## src/rtl/udp_port_filter.sv

```systemverilog
// Forwards non-fragmented IPv4/UDP packets whose destination port matches UDP_PORT,
// discards all other packets whole, and keeps saturating pass/drop packet counters.
module udp_port_filter #(
    parameter int          AXIS_DATA_WIDTH  = 512,
    parameter int          AXIS_TUSER_WIDTH = 256,
    parameter logic [15:0] UDP_PORT         = 16'd5353,
    parameter int          CNT_WIDTH        = 32
) (
    input  logic                            axis_aclk,
    input  logic                            axis_reset,
    input  logic                            cnt_clear,
    input  logic [AXIS_DATA_WIDTH-1:0]      s_axis_tdata,
    input  logic [AXIS_DATA_WIDTH/8-1:0]    s_axis_tkeep,
    input  logic [AXIS_TUSER_WIDTH-1:0]     s_axis_tuser,
    input  logic                            s_axis_tvalid,
    output logic                            s_axis_tready,
    input  logic                            s_axis_tlast,
    output logic [AXIS_DATA_WIDTH-1:0]      m_axis_tdata,
    output logic [AXIS_DATA_WIDTH/8-1:0]    m_axis_tkeep,
    output logic [AXIS_TUSER_WIDTH-1:0]     m_axis_tuser,
    output logic                            m_axis_tlast,
    output logic                            m_axis_tvalid,
    input  logic                            m_axis_tready,
    output logic [CNT_WIDTH-1:0]            pass_cnt,
    output logic [CNT_WIDTH-1:0]            drop_cnt
);

    typedef enum logic [1:0] {
        HEAD = 2'd0,
        PASS = 2'd1,
        DROP = 2'd2
    } state_t;

    state_t state_q, state_d;

    logic [AXIS_DATA_WIDTH-1:0]   m_tdata_q,  m_tdata_d;
    logic [AXIS_DATA_WIDTH/8-1:0] m_tkeep_q,  m_tkeep_d;
    logic [AXIS_TUSER_WIDTH-1:0]  m_tuser_q,  m_tuser_d;
    logic                         m_tlast_q,  m_tlast_d;
    logic                         m_tvalid_q, m_tvalid_d;
    logic [CNT_WIDTH-1:0]         pass_cnt_q, pass_cnt_d;
    logic [CNT_WIDTH-1:0]         drop_cnt_q, drop_cnt_d;

    logic        accept;
    logic        forward;
    logic        head_accept;
    logic [3:0]  ver;
    logic [3:0]  ihl;
    logic [15:0] frag_word;
    logic [7:0]  protocol;
    logic [5:0]  dport_hi_idx;
    logic [5:0]  dport_lo_idx;
    logic [15:0] dport;
    logic        match;

    assign ver       = s_axis_tdata[8*14+4 +: 4];
    assign ihl       = s_axis_tdata[8*14   +: 4];
    assign frag_word = {s_axis_tdata[8*20 +: 8], s_axis_tdata[8*21 +: 8]};
    assign protocol  = s_axis_tdata[8*23 +: 8];

    // IP options shift the UDP header by 4 bytes per extra ihl word; for ihl<=11 the
    // port stays inside the 64-byte first beat, other ihl values are rejected anyway.
    assign dport_hi_idx = 6'd36 + {ihl - 4'd5, 2'b00};
    assign dport_lo_idx = dport_hi_idx + 6'd1;
    assign dport        = {s_axis_tdata[{dport_hi_idx, 3'b000} +: 8],
                           s_axis_tdata[{dport_lo_idx, 3'b000} +: 8]};

    always_comb begin
        match = (ver == 4'd4)
             && (ihl >= 4'd5) && (ihl <= 4'd11)
             && ((frag_word & 16'h3FFF) == 16'h0000)
             && (protocol == 8'd17)
             && (dport == UDP_PORT)
             && s_axis_tkeep[dport_lo_idx];
    end

    assign s_axis_tready = (state_q == DROP) || !m_tvalid_q || m_axis_tready;
    assign accept        = s_axis_tvalid && s_axis_tready;

    always_comb begin
        state_d     = state_q;
        forward     = 1'b0;
        head_accept = 1'b0;
        case (state_q)
            HEAD: begin
                if (accept) begin
                    head_accept = 1'b1;
                    if (match) begin
                        forward = 1'b1;
                        if (!s_axis_tlast) state_d = PASS;
                    end else if (!s_axis_tlast) begin
                        state_d = DROP;
                    end
                end
            end
            PASS: begin
                if (accept) begin
                    forward = 1'b1;
                    if (s_axis_tlast) state_d = HEAD;
                end
            end
            DROP: begin
                if (accept && s_axis_tlast) state_d = HEAD;
            end
            default: state_d = HEAD;
        endcase
    end

    // A new beat may load while the previous one drains, sustaining one beat per cycle.
    always_comb begin
        m_tdata_d  = m_tdata_q;
        m_tkeep_d  = m_tkeep_q;
        m_tuser_d  = m_tuser_q;
        m_tlast_d  = m_tlast_q;
        m_tvalid_d = m_tvalid_q;
        if (forward) begin
            m_tdata_d  = s_axis_tdata;
            m_tkeep_d  = s_axis_tkeep;
            m_tuser_d  = s_axis_tuser;
            m_tlast_d  = s_axis_tlast;
            m_tvalid_d = 1'b1;
        end else if (m_axis_tready) begin
            m_tvalid_d = 1'b0;
        end
    end

    always_comb begin
        pass_cnt_d = pass_cnt_q;
        drop_cnt_d = drop_cnt_q;
        if (cnt_clear) begin
            pass_cnt_d = '0;
            drop_cnt_d = '0;
        end else if (head_accept) begin
            if (match && !(&pass_cnt_q)) pass_cnt_d = pass_cnt_q + 1'b1;
            if (!match && !(&drop_cnt_q)) drop_cnt_d = drop_cnt_q + 1'b1;
        end
    end

    always_ff @(posedge axis_aclk) begin
        if (axis_reset) begin
            state_q    <= HEAD;
            m_tdata_q  <= '0;
            m_tkeep_q  <= '0;
            m_tuser_q  <= '0;
            m_tlast_q  <= 1'b0;
            m_tvalid_q <= 1'b0;
            pass_cnt_q <= '0;
            drop_cnt_q <= '0;
        end else begin
            state_q    <= state_d;
            m_tdata_q  <= m_tdata_d;
            m_tkeep_q  <= m_tkeep_d;
            m_tuser_q  <= m_tuser_d;
            m_tlast_q  <= m_tlast_d;
            m_tvalid_q <= m_tvalid_d;
            pass_cnt_q <= pass_cnt_d;
            drop_cnt_q <= drop_cnt_d;
        end
    end

    assign m_axis_tdata  = m_tdata_q;
    assign m_axis_tkeep  = m_tkeep_q;
    assign m_axis_tuser  = m_tuser_q;
    assign m_axis_tlast  = m_tlast_q;
    assign m_axis_tvalid = m_tvalid_q;
    assign pass_cnt      = pass_cnt_q;
    assign drop_cnt      = drop_cnt_q;

endmodule

```

## config.mk

```make
export PLATFORM = sky130hd
export DESIGN_NAME = udp_port_filter
export DESIGN_NICKNAME = d
export VERILOG_FILES = /design/src/rtl/udp_port_filter.sv
export SDC_FILE = /design/constraint.sdc
export NUM_CORES = 2
export LEC_CHECK = 0
export ABC_AREA = 1
export ABC_CLOCK_PERIOD_IN_PS = 12500
export CORE_AREA = 2 2 678 680
export CTS_BUF_LIST = sky130_fd_sc_hd__clkbuf_2
export DETAILED_ROUTE_END_ITERATION = 8
export DIE_AREA = 0 0 680 682
export PLACE_DENSITY = 0.32
export SLEW_MARGIN = 25
export SYNTH_ARGS = -nofsm -noshare
export SYNTH_HDL_FRONTEND = slang
export SYNTH_SLANG_ARGS = --single-unit
```

## constraint.sdc

```tcl
create_clock -name axis_aclk -period 12.5 [get_ports axis_aclk]
set_clock_uncertainty 0.2 [all_clocks]
set_input_delay 3.75 -clock axis_aclk [delete_from_list [all_inputs] [get_ports axis_aclk]]
set_output_delay 3.75 -clock axis_aclk [all_outputs]
set_load 0.01 [all_outputs]
```

==> metrics.md <==
| Metric | Value |
|---|---|
| Total Die Area | `approximately 460000 um2` |
| Share of cells above drive strength 1 | `0.0803` |
| Mux share of post-synthesis cell area | `0` |
| CTS tree | `done` |
| Die Wd | `680 um` |
| Leakage | `around 21 nW` |
| Final Hold Vio Count | `0` |
| Final critical-path share of the clock period | `0.749` |
| Status | `complete, no violations` |
| Post-CTS setup buffers | `0` |
| Clock tree sinks | `900` |
| Post-synth top area cell | `dfxtp_1` |
| Worst endpoint data arrival time | `roughly 5.4 ns` |
| Worst-Skew Late Latency | `around 1.8 ns` |
| Global placer's final weighted congestion | `between 0.8 and 0.9` |
| Drt wl/cell | `roughly 30 um` |
| Chip Height | `around 680 um` |
| Synth top area share | `0.518` |
| Worst slew pin tran | `between 1 and 1.5 ns` |
| Simple-Gate Fraction of Synth Area | `0.275` |
| P_int | `0.00436 W` |
| Max Cap Viol | `0` |
| Rows | `between 200 and 250` |
| Post-Synth XOR/XNOR Area | `0.00428` |
| Final core area utilization | `0.135` |
| Via density | `3.22` |
| Psw | `0.00209 W` |
| Syn. warnings | `0` |
| Boundary pin count | `approximately 1700` |
| Core Box Area | `between 400000 and 500000 um2` |
| Remaining DRCs | `0` |
| Max IR drop VDD | `55.7 uV` |
| Synth Area in Adders | `0.00144` |
| Hold Path Class | `reg2reg` |
| Flop pwr share | `0.445` |
| Post-DP HPWL | `between 300000 and 400000 um` |
| Minimum clock period | `approximately 9.4 ns` |
| Clk buf depth | `4` |
| Sw Share | `0.324` |
| Synth Cell Area | `roughly 35000 um2` |
| Reg clk slew, reported paths | `0.06 ns` |
| Type of origin of the critical path | `primary input` |
| Num CTS Buffers | `between 300 and 400` |
| # setup viols final | `0` |
| Nets | `7469` |
| DRT Pass-1 Iters | `6` |
| Comb power frac | `0.107` |
| Worst Setup End Kind | `output port` |
| CTS hold repair buffers | `0` |
| Largest family of logic cells by synthesized area | `simple AND/OR/NAND/NOR gates` |
| Antenna violations before repair | `around 460` |
| First-pass GRT wire length | `around 480000 um` |
| Compound-Gate Fraction of Synth Area | `0.140` |
| CTS Root Cell | `clkbuf_2` |
| Clk pwr share | `0.448` |
| Top FF cell, synth | `dfxtp_1` |
| Gr usage total | `0.164` |
| Fmax | `approximately 110 MHz` |
| FFs w/ async S/R, synth | `0` |
| Total power | `about 0.0064 W` |
| Final Routed Wirelength | `~400000 um` |
| Synth-to-Final Area Change | `78.1%` |
| Dpl ws | `approximately 1.3 ns` |
| CP max FO | `2` |
| Worst Setup Slack, final | `between 3 and 4 ns` |
| Placed instance area | `58700 um2` |
| Unrepaired setup endpoints after global routing | `no` |
| Post-DRT Antenna Nets | `0` |
| Largest net degree at the start of global routing | `around 170` |
| Post-Syn Nets | `between 5000 and 6000` |
| Worst Setup Path Type | `in2out` |
| Vias in the first global route | `~40000` |
| Largest cells by area after synthesis | `dfxtp_1, nor2_1, o21ai_0` |
| Initial Utilization | `0.0761` |
| Rel. slew slack | `0.246` |
| CP required | `approximately 8.6 ns` |
| Avg Synthesized Cell Area | `7.17 um2` |
| Gr ovfl total | `0` |
| Fin area | `around 62000 um2` |
| Power Density | `104 nW/um2` |
| Sequential fraction of the synthesis area | `0.518` |
| Netlist cell types | `36` |
| Post-Synthesis Cells | `between 4000 and 5000` |
| IO buf count | `1736` |
| Number of synthesized flops with an enable pin | `0` |
| H-tree depth | `5` |
| Final slew viol count | `0` |
| Initial DRC Count | `2544` |
| Seq cells post-synth | `900` |
| Vias | `41800` |
| CTS-repair resized insts | `0` |
| Setup TNS | `0 ns` |
-- area by class of cell --
type                    instances  area (um2)
clock inverters                83         637
repair buffers               1776       17800
flip-flops and latches        900       18000
inverters                     175         674
well taps                    6024        7540
diodes                        118         295
multi-input cells            3458       14700
fillers                     53000      395000
clock buffers                 457        2290
-- power by group through the flow --
stage	Clock, W	Combinational, W	Sequential [W]
6_report	0.00289	0.000690	0.00287
2_1_floorplan	0	0.000183	0.00293
5_1_grt	0.00320	0.000747	0.00287
4_1_cts	0.00309	0.000718	0.00287
3_3_place_gp	0	0.000715	0.00293
3_5_place_dp	0	0.000714	0.00293
-- worst max-delay path: stages --
cell and delay, ns:
clkdlybuf4s50_1 0.53, inv_1 0.08, nand3_1 0.22, clkdlybuf4s50_1 0.83
-- stage by stage --
stage / instances / hold slack, ns
2_1_floorplan: 4855 / 0.289
3_3_place_gp: 12300 / 0.263
3_5_place_dp: 12300 / 0.270
4_1_cts: 12900 / 0.286
5_1_grt: 12900 / 0.306
6_report: 13000 / 0.281
-- kinds of logic (layout without fill, tap and decap cells) --
kind of cell	count (synthesis)	count (layout)
AO/OA/AOI/OAI	966	966
XOR/XNOR	17	17
adder cells (fa/ha/maj)	4	4
buffers and inverters	497	2491
flip-flops	900	900
other	0	118
AND/OR/NAND/NOR	2471	2471
-- registers in the layout, indices dropped and copies added (netlist names) --
| signal | flops |
|---|---|
| drop_cnt | 32 |
| m_axis_tdata | 512 |
| m_axis_tkeep | 64 |
| m_axis_tlast | 1 |
| m_axis_tuser | 256 |
| m_axis_tvalid | 1 |
| pass_cnt | 32 |
| state_q | 2 |
-- synth_stat cells, drive strengths merged (3+ instances only) --
cell,count
a21oi,61
and2,3
and3,4
buf,139
clkbuf,183
dfxtp,900
ha,4
inv,174
nand2,488
nand3,75
nand3b,13
nand4,14
nor2,1825
nor3,32
nor3b,3
nor4,8
o21ai,890
o22a,3
o22ai,8
or2,5
xnor2,4
xor2,13
-- cells in the final DEF (no fill, tap or decap), types with 2 or more instances in the layout --
cell type,count
clkinv_4,5
buf_4,31
inv_2,4
nor4_1,8
inv_1,168
buf_12,11
nor2_2,2
nor2_1,1819
nor3b_1,3
xor2_1,13
or2_2,5
clkdlybuf4s50_1,1734
nor2_4,4
ha_1,3
clkinv_1,57
nand3_1,75
o22ai_1,8
nand2_1,483
bufinv_16,10
xnor2_1,4
clkinvlp_4,2
diode_2,118
nand2_2,3
nand3b_1,13
clkbuf_2,457
dfxtp_1,900
and2_1,3
inv_8,2
o21ai_1,172
nand4_1,14
o21ai_0,717
o22a_1,3
inv_6,5
nor3_1,32
a21oi_1,61
and3_1,4
clkinv_2,4
-- routing by layer --
layer  track usage  share of wire  vias up
li1              -              -    19400
met1         0.183           0.38    19300
met2         0.260           0.45     2018
met3         0.100           0.14      836
met4        0.0431          0.028      316
met5             0         0.0051        -
-- worst paths after layout --
check                     from           endpoint  slack (ns)  cells after the start
min reg2reg  m_axis_tdata[389]  m_axis_tdata[389]        0.28                      2
min          m_axis_tdata[389]  m_axis_tdata[389]        0.28                      2
max              m_axis_tready      s_axis_tready        3.14                      4
max reg2reg        drop_cnt[0]       drop_cnt[13]        8.19                     13
No activity file was read; power rests on OpenSTA's default activity.
